File: src/rtl/dmem_arb_pkg.sv
// Shared types and constants for the data-memory arbiter.
//   arbState_e : arbiter FSM states (idle, memory access, response)
//   REQ_CORE   : requester id of the core load/store unit (port r0)
//   REQ_LOADER : requester id of the loader/debug port (port r1)
// Arbitration policy is selected by the macro DMEM_ARB_ROUND_ROBIN_EN
// (defined: round robin, undefined: fixed priority to r0).
package dmem_arb_pkg;

  typedef enum logic [1:0] {
    StIdle   = 2'd0,
    StAccess = 2'd1,
    StResp   = 2'd2
  } arbState_e;

  localparam logic REQ_CORE   = 1'b0;
  localparam logic REQ_LOADER = 1'b1;

endpackage

File: src/rtl/dmem_arbiter_if.sv
// Bus bundle between two requesters, the arbiter and a single-port DMEM.
//   r0_* / r1_*  : request handshake (valid/ready/we/addr/wdata) and response
//                  (rsp_valid pulse, rsp_rdata) per requester
//   mem_*        : single-port DMEM control; mem_rdata is combinational for mem_addr
//   busy, gnt_id : arbiter status (not idle, owner of current transaction)
// Modports: slave = arbiter side, master = requester/memory side.
interface dmem_arbiter_if #(
  parameter int unsigned ADDR_W = 10,
  parameter int unsigned DATA_W = 32
);

  logic              r0_valid;
  logic              r0_ready;
  logic              r0_we;
  logic [ADDR_W-1:0] r0_addr;
  logic [DATA_W-1:0] r0_wdata;
  logic              r0_rsp_valid;
  logic [DATA_W-1:0] r0_rsp_rdata;

  logic              r1_valid;
  logic              r1_ready;
  logic              r1_we;
  logic [ADDR_W-1:0] r1_addr;
  logic [DATA_W-1:0] r1_wdata;
  logic              r1_rsp_valid;
  logic [DATA_W-1:0] r1_rsp_rdata;

  logic              mem_we;
  logic              mem_re;
  logic [ADDR_W-1:0] mem_addr;
  logic [DATA_W-1:0] mem_wdata;
  logic [DATA_W-1:0] mem_rdata;

  logic              busy;
  logic              gnt_id;

  modport slave (
    input  r0_valid, r0_we, r0_addr, r0_wdata,
    output r0_ready, r0_rsp_valid, r0_rsp_rdata,
    input  r1_valid, r1_we, r1_addr, r1_wdata,
    output r1_ready, r1_rsp_valid, r1_rsp_rdata,
    output mem_we, mem_re, mem_addr, mem_wdata,
    input  mem_rdata,
    output busy, gnt_id
  );

  modport master (
    output r0_valid, r0_we, r0_addr, r0_wdata,
    input  r0_ready, r0_rsp_valid, r0_rsp_rdata,
    output r1_valid, r1_we, r1_addr, r1_wdata,
    input  r1_ready, r1_rsp_valid, r1_rsp_rdata,
    input  mem_we, mem_re, mem_addr, mem_wdata,
    output mem_rdata,
    input  busy, gnt_id
  );

endinterface

File: src/rtl/dmem_arb_grant.sv
// Two-requester grant logic, purely combinational.
//   lastGnt : id of the requester granted last (only with DMEM_ARB_ROUND_ROBIN_EN)
//   valid   : request valid, bit 0 = r0 (core), bit 1 = r1 (loader)
//   gnt     : one-hot grant, zero when nothing is valid
// DMEM_ARB_ROUND_ROBIN_EN defined: contention goes to the requester not granted
// last. Undefined: r0 always wins contention.
module dmem_arb_grant
  import dmem_arb_pkg::*;
(
`ifdef DMEM_ARB_ROUND_ROBIN_EN
  input  logic       lastGnt,
`endif
  input  logic [1:0] valid,
  output logic [1:0] gnt
);

  always_comb begin
    gnt = valid;
    if (valid == 2'b11) begin
`ifdef DMEM_ARB_ROUND_ROBIN_EN
      gnt = (lastGnt == REQ_CORE) ? 2'b10 : 2'b01;
`else
      gnt = 2'b01;
`endif
    end
  end

endmodule

File: src/rtl/dmem_arbiter.sv
// Arbitrates two requesters onto one single-port data memory, one outstanding
// transaction at a time: accept -> ACCESS (one memory cycle) -> RESP (response
// pulse, may accept the next request). Read latency is 2 cycles.
// Ports:
//   CLK   : clock, all state on posedge
//   reset : synchronous active-high reset; aborts any transaction in flight
//   bus   : dmem_arbiter_if.slave (requester handshakes, DMEM control, status)
// Macro DMEM_ARB_ROUND_ROBIN_EN selects round-robin arbitration (default:
// fixed priority to r0).
module dmem_arbiter
  import dmem_arb_pkg::*;
#(
  parameter int unsigned ADDR_W = 10,
  parameter int unsigned DATA_W = 32
) (
  input logic           CLK,
  input logic           reset,
  dmem_arbiter_if.slave bus
);

  arbState_e         stateQ, stateD;
  logic              weQ;
  logic [ADDR_W-1:0] addrQ;
  logic [DATA_W-1:0] wdataQ;
  logic [DATA_W-1:0] rdataQ;
  logic              idQ;

  logic [1:0]        gnt;
  logic              canAccept;
  logic              accept;
  logic              acceptId;
  logic              inAccess;
  logic              rspFire;

  // Request of the winner, muxed for latching.
  logic              reqWe;
  logic [ADDR_W-1:0] reqAddr;
  logic [DATA_W-1:0] reqWdata;

`ifdef DMEM_ARB_ROUND_ROBIN_EN
  logic lastGntQ;
`endif

  dmem_arb_grant uGrant (
`ifdef DMEM_ARB_ROUND_ROBIN_EN
    .lastGnt (lastGntQ),
`endif
    .valid   ({bus.r1_valid, bus.r0_valid}),
    .gnt     (gnt)
  );

  // Arbitration points are IDLE and RESP; reset blocks any accept.
  assign canAccept = !reset && ((stateQ == StIdle) || (stateQ == StResp));
  assign accept    = canAccept && (gnt != 2'b00);
  assign acceptId  = gnt[1];

  assign bus.r0_ready = canAccept && gnt[0];
  assign bus.r1_ready = canAccept && gnt[1];

  assign reqWe    = acceptId ? bus.r1_we    : bus.r0_we;
  assign reqAddr  = acceptId ? bus.r1_addr  : bus.r0_addr;
  assign reqWdata = acceptId ? bus.r1_wdata : bus.r0_wdata;

  always_comb begin
    stateD = stateQ;
    unique case (stateQ)
      StIdle:   if (accept) stateD = StAccess;
      StAccess: stateD = StResp;
      StResp:   stateD = accept ? StAccess : StIdle;
      default:  stateD = StIdle;
    endcase
  end

  always_ff @(posedge CLK) begin
    if (reset) begin
      stateQ <= StIdle;
    end else begin
      stateQ <= stateD;
    end
  end

  always_ff @(posedge CLK) begin
    if (reset) begin
      weQ    <= 1'b0;
      addrQ  <= '0;
      wdataQ <= '0;
      idQ    <= REQ_CORE;
      rdataQ <= '0;
    end else begin
      if (accept) begin
        weQ    <= reqWe;
        addrQ  <= reqAddr;
        wdataQ <= reqWdata;
        idQ    <= acceptId;
      end
      if (stateQ == StAccess) begin
        rdataQ <= weQ ? '0 : bus.mem_rdata;
      end
    end
  end

`ifdef DMEM_ARB_ROUND_ROBIN_EN
  // Starts as "loader granted last" so the first contention goes to r0.
  always_ff @(posedge CLK) begin
    if (reset) begin
      lastGntQ <= REQ_LOADER;
    end else if (accept) begin
      lastGntQ <= acceptId;
    end
  end
`endif

  // Gated by reset so an abort in ACCESS never writes memory on that edge.
  assign inAccess = (stateQ == StAccess) && !reset;
  assign rspFire  = (stateQ == StResp) && !reset;

  // Address/data come straight from the latches, so they hold between accesses.
  assign bus.mem_we    = inAccess && weQ;
  assign bus.mem_re    = inAccess && !weQ;
  assign bus.mem_addr  = addrQ;
  assign bus.mem_wdata = wdataQ;

  assign bus.r0_rsp_valid = rspFire && (idQ == REQ_CORE);
  assign bus.r1_rsp_valid = rspFire && (idQ == REQ_LOADER);
  assign bus.r0_rsp_rdata = (idQ == REQ_CORE)   ? rdataQ : '0;
  assign bus.r1_rsp_rdata = (idQ == REQ_LOADER) ? rdataQ : '0;

  assign bus.busy   = (stateQ != StIdle);
  assign bus.gnt_id = idQ;

endmodule

File: src/flat_wrapper.sv
// flat-port wrapper written by rule: the top's interface ports become plain ports
module dmem_arbiter_flat import dmem_arb_pkg::*;
#(
  parameter int unsigned ADDR_W = 10,
  parameter int unsigned DATA_W = 32
)
  (CLK, reset, bus_r0_valid, bus_r0_we, bus_r0_addr, bus_r0_wdata, bus_r0_ready, bus_r0_rsp_valid, bus_r0_rsp_rdata, bus_r1_valid, bus_r1_we, bus_r1_addr, bus_r1_wdata, bus_r1_ready, bus_r1_rsp_valid, bus_r1_rsp_rdata, bus_mem_we, bus_mem_re, bus_mem_addr, bus_mem_wdata, bus_mem_rdata, bus_busy, bus_gnt_id);
  dmem_arbiter_if #(.ADDR_W(ADDR_W), .DATA_W(DATA_W)) bus_i ();
  input logic CLK;
  input logic reset;
  input wire logic [$bits(bus_i.r0_valid)-1:0] bus_r0_valid;
  input wire logic [$bits(bus_i.r0_we)-1:0] bus_r0_we;
  input wire logic [$bits(bus_i.r0_addr)-1:0] bus_r0_addr;
  input wire logic [$bits(bus_i.r0_wdata)-1:0] bus_r0_wdata;
  output wire logic [$bits(bus_i.r0_ready)-1:0] bus_r0_ready;
  output wire logic [$bits(bus_i.r0_rsp_valid)-1:0] bus_r0_rsp_valid;
  output wire logic [$bits(bus_i.r0_rsp_rdata)-1:0] bus_r0_rsp_rdata;
  input wire logic [$bits(bus_i.r1_valid)-1:0] bus_r1_valid;
  input wire logic [$bits(bus_i.r1_we)-1:0] bus_r1_we;
  input wire logic [$bits(bus_i.r1_addr)-1:0] bus_r1_addr;
  input wire logic [$bits(bus_i.r1_wdata)-1:0] bus_r1_wdata;
  output wire logic [$bits(bus_i.r1_ready)-1:0] bus_r1_ready;
  output wire logic [$bits(bus_i.r1_rsp_valid)-1:0] bus_r1_rsp_valid;
  output wire logic [$bits(bus_i.r1_rsp_rdata)-1:0] bus_r1_rsp_rdata;
  output wire logic [$bits(bus_i.mem_we)-1:0] bus_mem_we;
  output wire logic [$bits(bus_i.mem_re)-1:0] bus_mem_re;
  output wire logic [$bits(bus_i.mem_addr)-1:0] bus_mem_addr;
  output wire logic [$bits(bus_i.mem_wdata)-1:0] bus_mem_wdata;
  input wire logic [$bits(bus_i.mem_rdata)-1:0] bus_mem_rdata;
  output wire logic [$bits(bus_i.busy)-1:0] bus_busy;
  output wire logic [$bits(bus_i.gnt_id)-1:0] bus_gnt_id;
  assign bus_i.r0_valid = bus_r0_valid;
  assign bus_i.r0_we = bus_r0_we;
  assign bus_i.r0_addr = bus_r0_addr;
  assign bus_i.r0_wdata = bus_r0_wdata;
  assign bus_r0_ready = bus_i.r0_ready;
  assign bus_r0_rsp_valid = bus_i.r0_rsp_valid;
  assign bus_r0_rsp_rdata = bus_i.r0_rsp_rdata;
  assign bus_i.r1_valid = bus_r1_valid;
  assign bus_i.r1_we = bus_r1_we;
  assign bus_i.r1_addr = bus_r1_addr;
  assign bus_i.r1_wdata = bus_r1_wdata;
  assign bus_r1_ready = bus_i.r1_ready;
  assign bus_r1_rsp_valid = bus_i.r1_rsp_valid;
  assign bus_r1_rsp_rdata = bus_i.r1_rsp_rdata;
  assign bus_mem_we = bus_i.mem_we;
  assign bus_mem_re = bus_i.mem_re;
  assign bus_mem_addr = bus_i.mem_addr;
  assign bus_mem_wdata = bus_i.mem_wdata;
  assign bus_i.mem_rdata = bus_mem_rdata;
  assign bus_busy = bus_i.busy;
  assign bus_gnt_id = bus_i.gnt_id;
  dmem_arbiter #(.ADDR_W(ADDR_W), .DATA_W(DATA_W)) u_core (.CLK(CLK), .reset(reset), .bus(bus_i));
endmodule
File: config.mk
export PLATFORM = sky130hd
export DESIGN_NAME = dmem_arbiter_flat
export DESIGN_NICKNAME = d
export VERILOG_FILES = /design/src/rtl/dmem_arb_pkg.sv /design/src/rtl/dmem_arbiter_if.sv /design/src/rtl/dmem_arb_grant.sv /design/src/rtl/dmem_arbiter.sv /design/src/flat_wrapper.sv
export SDC_FILE = /design/constraint.sdc
export NUM_CORES = 1
export LEC_CHECK = 0
export BUFFER_PORTS_ARGS = -buffer_cell sky130_fd_sc_hd__buf_2
export CAP_MARGIN = 20
export CORE_MARGIN = 2
export CORE_UTILIZATION = 43
export CTS_CLUSTER_SIZE = 30
export DETAILED_ROUTE_END_ITERATION = 6
export GPL_TIMING_DRIVEN = 0
export PLACE_DENSITY_LB_ADDON = 0.3
export SYNTH_ARGS = -nofsm -noshare
export SYNTH_HDL_FRONTEND = slang
export SYNTH_SLANG_ARGS = --single-unit
File: constraint.sdc
create_clock -name CLK -period 1.4 [get_ports CLK]
set_input_delay 0.28 -clock CLK [delete_from_list [all_inputs] [get_ports CLK]]
set_output_delay 0.28 -clock CLK [all_outputs]
set_load 0.02 [all_outputs]
==> results.tsv, run 1 <==
metric	value	unit
status	complete, but fails checks	
violations	negative setup slack	
postRouteAntennaNets	0	
finalCritPeriodShare	118	%
die-area	9500	um2
netlist_area	3760	um2
pwr-share-clk	32.1	%
maxSlewHeadroom	52.9	%
hold_buffers	0	
numPortBuffers	235	
swShare	29.1	%
first_global_vias	4190	
ys_types	23	
syn_area_per_cell	9.23	um2
ys_warn_count	0	
path_clk_slew	0.08	ns
final_common_cell	buf_2	
switchingPower	0.00184	W
path_cells	nor3b_4 -> nor2b_4 -> buf_8 -> buf_6	
htreeDepth	3	
worstPathRequired	1.12	ns
num_rows	34	
dr.pass1.iters	4	
drive_above_1_share	61.5	%
drv_cap	0	
critical_path_class	flop to primary output	
combPwrFrac	28.2	%
antenna_cells	0	
cp_top_family	simple AND/OR/NAND/NOR gates	
core_region_area	8590	um2
max_stage_delay	0.36	ns
die_x	97.5	um
arrival	1.38	ns
rsz0062_at_grt	yes	
dp_slack	-0.282	ns
hold_viol	0	
grt_max_degree	18	
layout_setup_ws	-0.258	ns
wl_per_cell	18.5	um
nets	809	
hold_class	input port to flop	
cts-root-buf	clkbuf_8	
skew	0.00917	ns
worstSetupStartpointType	flop	
r2r_slack	-0.06	ns
hold_slack	0.156	ns
ios	236	
p_leak	3.08	nW
grt_overflow_total	0	
syn_to_final_growth	77.7	%
crit_fanout	3	
tightestPinTransition	0.707	ns
power_density	948	nW/um2
drt-total-wl	14.8	mm
syn_inst	407	
crit_buf_inv	2	
slew_violations	0	
clkSinkCount	78	
peakVddDrop	0.000604	V
vias	4289	
via_per_inst	5.37	
setup_viol	89	
design_power_total	0.00633	W
cpMaxStageDelayCell	dfxtp_4	
critPathCaptureType	primary output	
synth_nets	529	
clk_latency	0.34	ns
hpwl	8.70	mm
period_needed	1.66	ns
ys_seq_area_share	41.6	%
fmax	0.603	GHz
grt_pass1_wl	20.8	mm
cts_tree	built	
numCtsBuffers	9	
synth_seq_cells	78	
floorplan.initialDensity	43.7	%
die_y	97.5	um
antenna_found_initial	0	
drt_iter0_markers	102	
globalplace.congestion	0.852	
layout_common_cells	buf_2 (169), nand2_1 (86), buf_6 (75), dfxtp_1 (75), a21oi_1 (44)	
clk_path_buf_depth	2	
seqPwrFrac	39.6	%
grt_usage	26.6	%
p_int	0.00449	W
fill_cells	554	
drc	0	
-- path summary, 6_finish.rpt --
kind / startpoint / endpoint / cells past startpoint
max reg2reg: u_core.stateQ[0] / u_core.bus.mem_wdata[18] / 7
max: u_core.stateQ[0] / bus_mem_re / 4
min reg2reg: u_core.stateQ[1] / u_core.stateQ[1] / 1
min: bus_mem_rdata[8] / u_core.rdataQ[8] / 2
-- power groups by stage --
| stage | clock [W] | combinational (W) | sequential [W] |
|---|---|---|---|
| 2_1_floorplan | 0 | 0.000699 | 0.00264 |
| 3_3_place_gp | 0 | 0.00127 | 0.00253 |
| 3_5_place_dp | 0 | 0.00130 | 0.00253 |
| 4_1_cts | 0.00204 | 0.00154 | 0.00249 |
| 5_1_grt | 0.00214 | 0.00190 | 0.00252 |
| 6_report | 0.00203 | 0.00179 | 0.00251 |
-- worst reg2reg max path, delay by kind of cell, from the launching register on --
kind | cells | cell delay (ns)
DFF | 1 | 0.36
AOI/OAI and AO/OA | 1 | 0.09
buffers and inverters | 4 | 0.57
and+or+nand+nor | 2 | 0.32
-- metal layers --
layer	up-vias	part of all wire, %	GRT usage (%)
met3	40	7.0	6.19
li1	2001	-	-
met2	211	52	46.8
met4	0	2.7	10.4
met1	2037	38	31.1
met5	-	0	0
-- registers in the layout, summed over array words and instances, names as in the netlist --
register / count
u_core.bus.gnt_id: 1
u_core.bus.mem_addr: 10
u_core.stateQ: 2
u_core.bus.mem_wdata: 32
u_core.weQ: 1
u_core.rdataQ: 32
-- logic make-up (layout without fill, tap and decap cells) --
family | count (synthesis) | count (layout) | share of synthesized area [%]
and+or+nand+nor | 163 | 163 | 21.7
AOI/OAI and AO/OA | 121 | 121 | 30.2
DFF | 78 | 78 | 41.6
buffers and inverters | 45 | 329 | 6.59
-- per-stage QoR --
step | cells | cell area, um2 | setup TNS, ns | util [%]
CTS | 784 | 6110 | -9.68 | 71.1
finish | 799 | 6680 | -12.47 | 77.7
global placement | 750 | 5080 | -13.99 | 59.2
global route | 799 | 6680 | -16.41 | 77.7
floorplan | 407 | 3770 | -0.00610 | -
detailed placement | 750 | 5080 | -15.52 | 59.2
-- cells in the mapped netlist (all sizes together) --
library cell / n / share of area, %
or2: 1 / 0.17
a311oi: 43 / 17
and3: 1 / 0.17
buf: 18 / 3.9
nand2: 87 / 8.7
inv: 2 / 0.20
nor4: 1 / 0.17
a21oi: 45 / 6.0
nor3: 1 / 0.13
nand2b: 1 / 0.17
and2: 35 / 5.9
dfxtp: 78 / 42
a22o: 32 / 7.5
nor3b: 1 / 0.33
a211oi: 1 / 0.20
nor2: 1 / 0.30
clkbuf: 25 / 2.5
nor2b: 34 / 5.7
-- layout make-up --
class,instances,area (um2),share of cell area (%)
plain buffers,39,387,5.79
clock buffers,11,141,2.12
clock inverters,4,95.1,1.42
inverters,2,10.0,0.150
multi-input cells,284,2250,33.7
flip-flops and latches,78,1570,23.5
well taps,108,135,2.02
repair buffers,273,2090,31.3
-- timing repair --
action	CTS	global route
buffers inserted	16	13
endpoints found under the setup margin	140	140
resized for setup	198	112
pin swaps	4	16
cloned	5	5
(Power assumes the default switching activity.)
==> inputs of run 2 (changes only) <==
CORE_UTILIZATION = 30   (was 43)
==> run 2 against run 1 <==
Compared with the run above:
- the flow still finishes with violations (negative setup slack)
- non-clock buffer count grew 2
- cell area grew 2.7%
- core utilization is 21 points lower
- wire length is 2.6% lower
- die area up 41%
- flip-flop and latch count is the same
- setup slack improved by 0.029 ns
- clock skew decreased by 0.0023 ns
- critical path type unchanged
- largest cell class unchanged
==> results.tsv, run 2 (synthesis gave the netlist of run 1 again) <==
metric	value	unit
status	complete, but fails checks	
violations	negative setup slack	
drt_iter0_markers	192	
grt_usage	20.2	%
layout_common_cells	buf_2 (171), nand2_1 (87), buf_6 (75), dfxtp_1 (75), a21oi_1 (43)	
slew_violations	0	
skew	0.00688	ns
postRouteAntennaNets	0	
path_clk_slew	0.06	ns
critPathCaptureType	primary output	
drc	0	
clkSinkCount	78	
globalplace.congestion	0.768	
rsz0062_at_grt	yes	
crit_fanout	5	
cts-root-buf	clkbuf_16	
nets	812	
finalCritPeriodShare	116	%
grt_max_degree	13	
syn_to_final_growth	82.6	%
layout_setup_ws	-0.230	ns
core_region_area	12100	um2
worstPathRequired	1.12	ns
cts_tree	built	
first_global_vias	4247	
drv_cap	0	
floorplan.initialDensity	31.0	%
via_per_inst	4.85	
instances_no_fill	863	
hold_class	input port to flop	
clk_latency	0.33	ns
period_needed	1.63	ns
die-area	13400	um2
dr.pass1.iters	4	
peakVddDrop	0.000484	V
final_common_cell	buf_2	
clk_path_buf_depth	2	
die_y	116	um
hold_viol	0	
hold_buffers	0	
numCtsBuffers	9	
numPortBuffers	235	
antenna_cells	0	
num_rows	40	
p_leak	3.13	nW
path_cells	buf_4 -> nor2_4 -> clkbuf_8 -> and3_1 -> buf_6	
maxSlewHeadroom	51.6	%
hpwl	9.37	mm
htreeDepth	3	
dp.cells	810	
drive_above_1_share	61.3	%
setup_viol	109	
die_x	116	um
power_density	941	nW/um2
fmax	0.614	GHz
ios	236	
grt_pass1_wl	21.3	mm
max_stage_delay	0.34	ns
arrival	1.35	ns
tightestPinTransition	0.725	ns
wl_per_cell	16.7	um
finalSetupTns	-15.00	ns
antenna_found_initial	0	
grt_overflow_total	0	
vias	4188	
worstSetupStartpointType	flop	
critical_path_class	flop to primary output	
drt-total-wl	14.4	mm
r2r_slack	-0.14	ns
cpMaxStageDelayCell	dfxtp_4	
==> run 2: where the power goes <==
part           total (W)  switching [W]  internal, W
Sequential       0.00250       0.000117      0.00239
Clock            0.00213       0.000899      0.00123
Combinational    0.00182       0.000904     0.000915
==> run 2: area by class of cell <==
cell class	instances	area [um2]
flip-flops and latches	78	1570
plain buffers	41	445
inverters	2	7.51
clock buffers	11	243
clock inverters	5	25.0
fillers	1039	5250
repair buffers	273	2090
multi-input cells	285	2260
well taps	168	210
==> run 2: what timing repair did <==
action | CTS | global route
endpoints found under the setup margin | 140 | 139
resized for setup | 240 | 68
cloned | 12 | 0
setup buffers | 23 | 5
pin swaps | 8 | 3
==> run 2: per-layer routing <==
metal  vias up  share of wire (%)  GRT usage [%]
met3        19                8.6           6.69
met4         0                1.8           7.38
met2       193                 50           36.6
met5         -                  0              0
li1       2013                  -              -
met1      1963                 39           21.9
==> run 2: worst paths after layout <==
path,start,cells after the start,end
max,u_core.stateQ[0],5,bus_r1_rsp_valid
min,bus_mem_rdata[12],2,u_core.rdataQ[12]
max reg2reg,u_core.stateQ[0],8,u_core.bus.mem_wdata[10]
min reg2reg,u_core.stateQ[1],1,u_core.stateQ[1]
==> run 2: metrics by stage <==
step           cell area, um2  hold WS [ns]  setup slack [ns]  util [%]  power [W]
3_3_place_gp             5160         0.457            -0.286      42.6    0.00382
5_1_grt                  6860         0.150            -0.302      56.6    0.00674
3_5_place_dp             5160         0.464            -0.315      42.6    0.00384
4_1_cts                  6610         0.151            -0.248      54.6    0.00639
6_report                 6860         0.165            -0.230      56.6    0.00646
2_1_floorplan            3770         0.359          -0.00610         -    0.00334
==> run 2: critical path, delay by kind of cell (launching register included) <==
kind | cells | cell delay, ns
simple gates | 2 | 0.26
flops | 1 | 0.34
buf+inv | 3 | 0.42
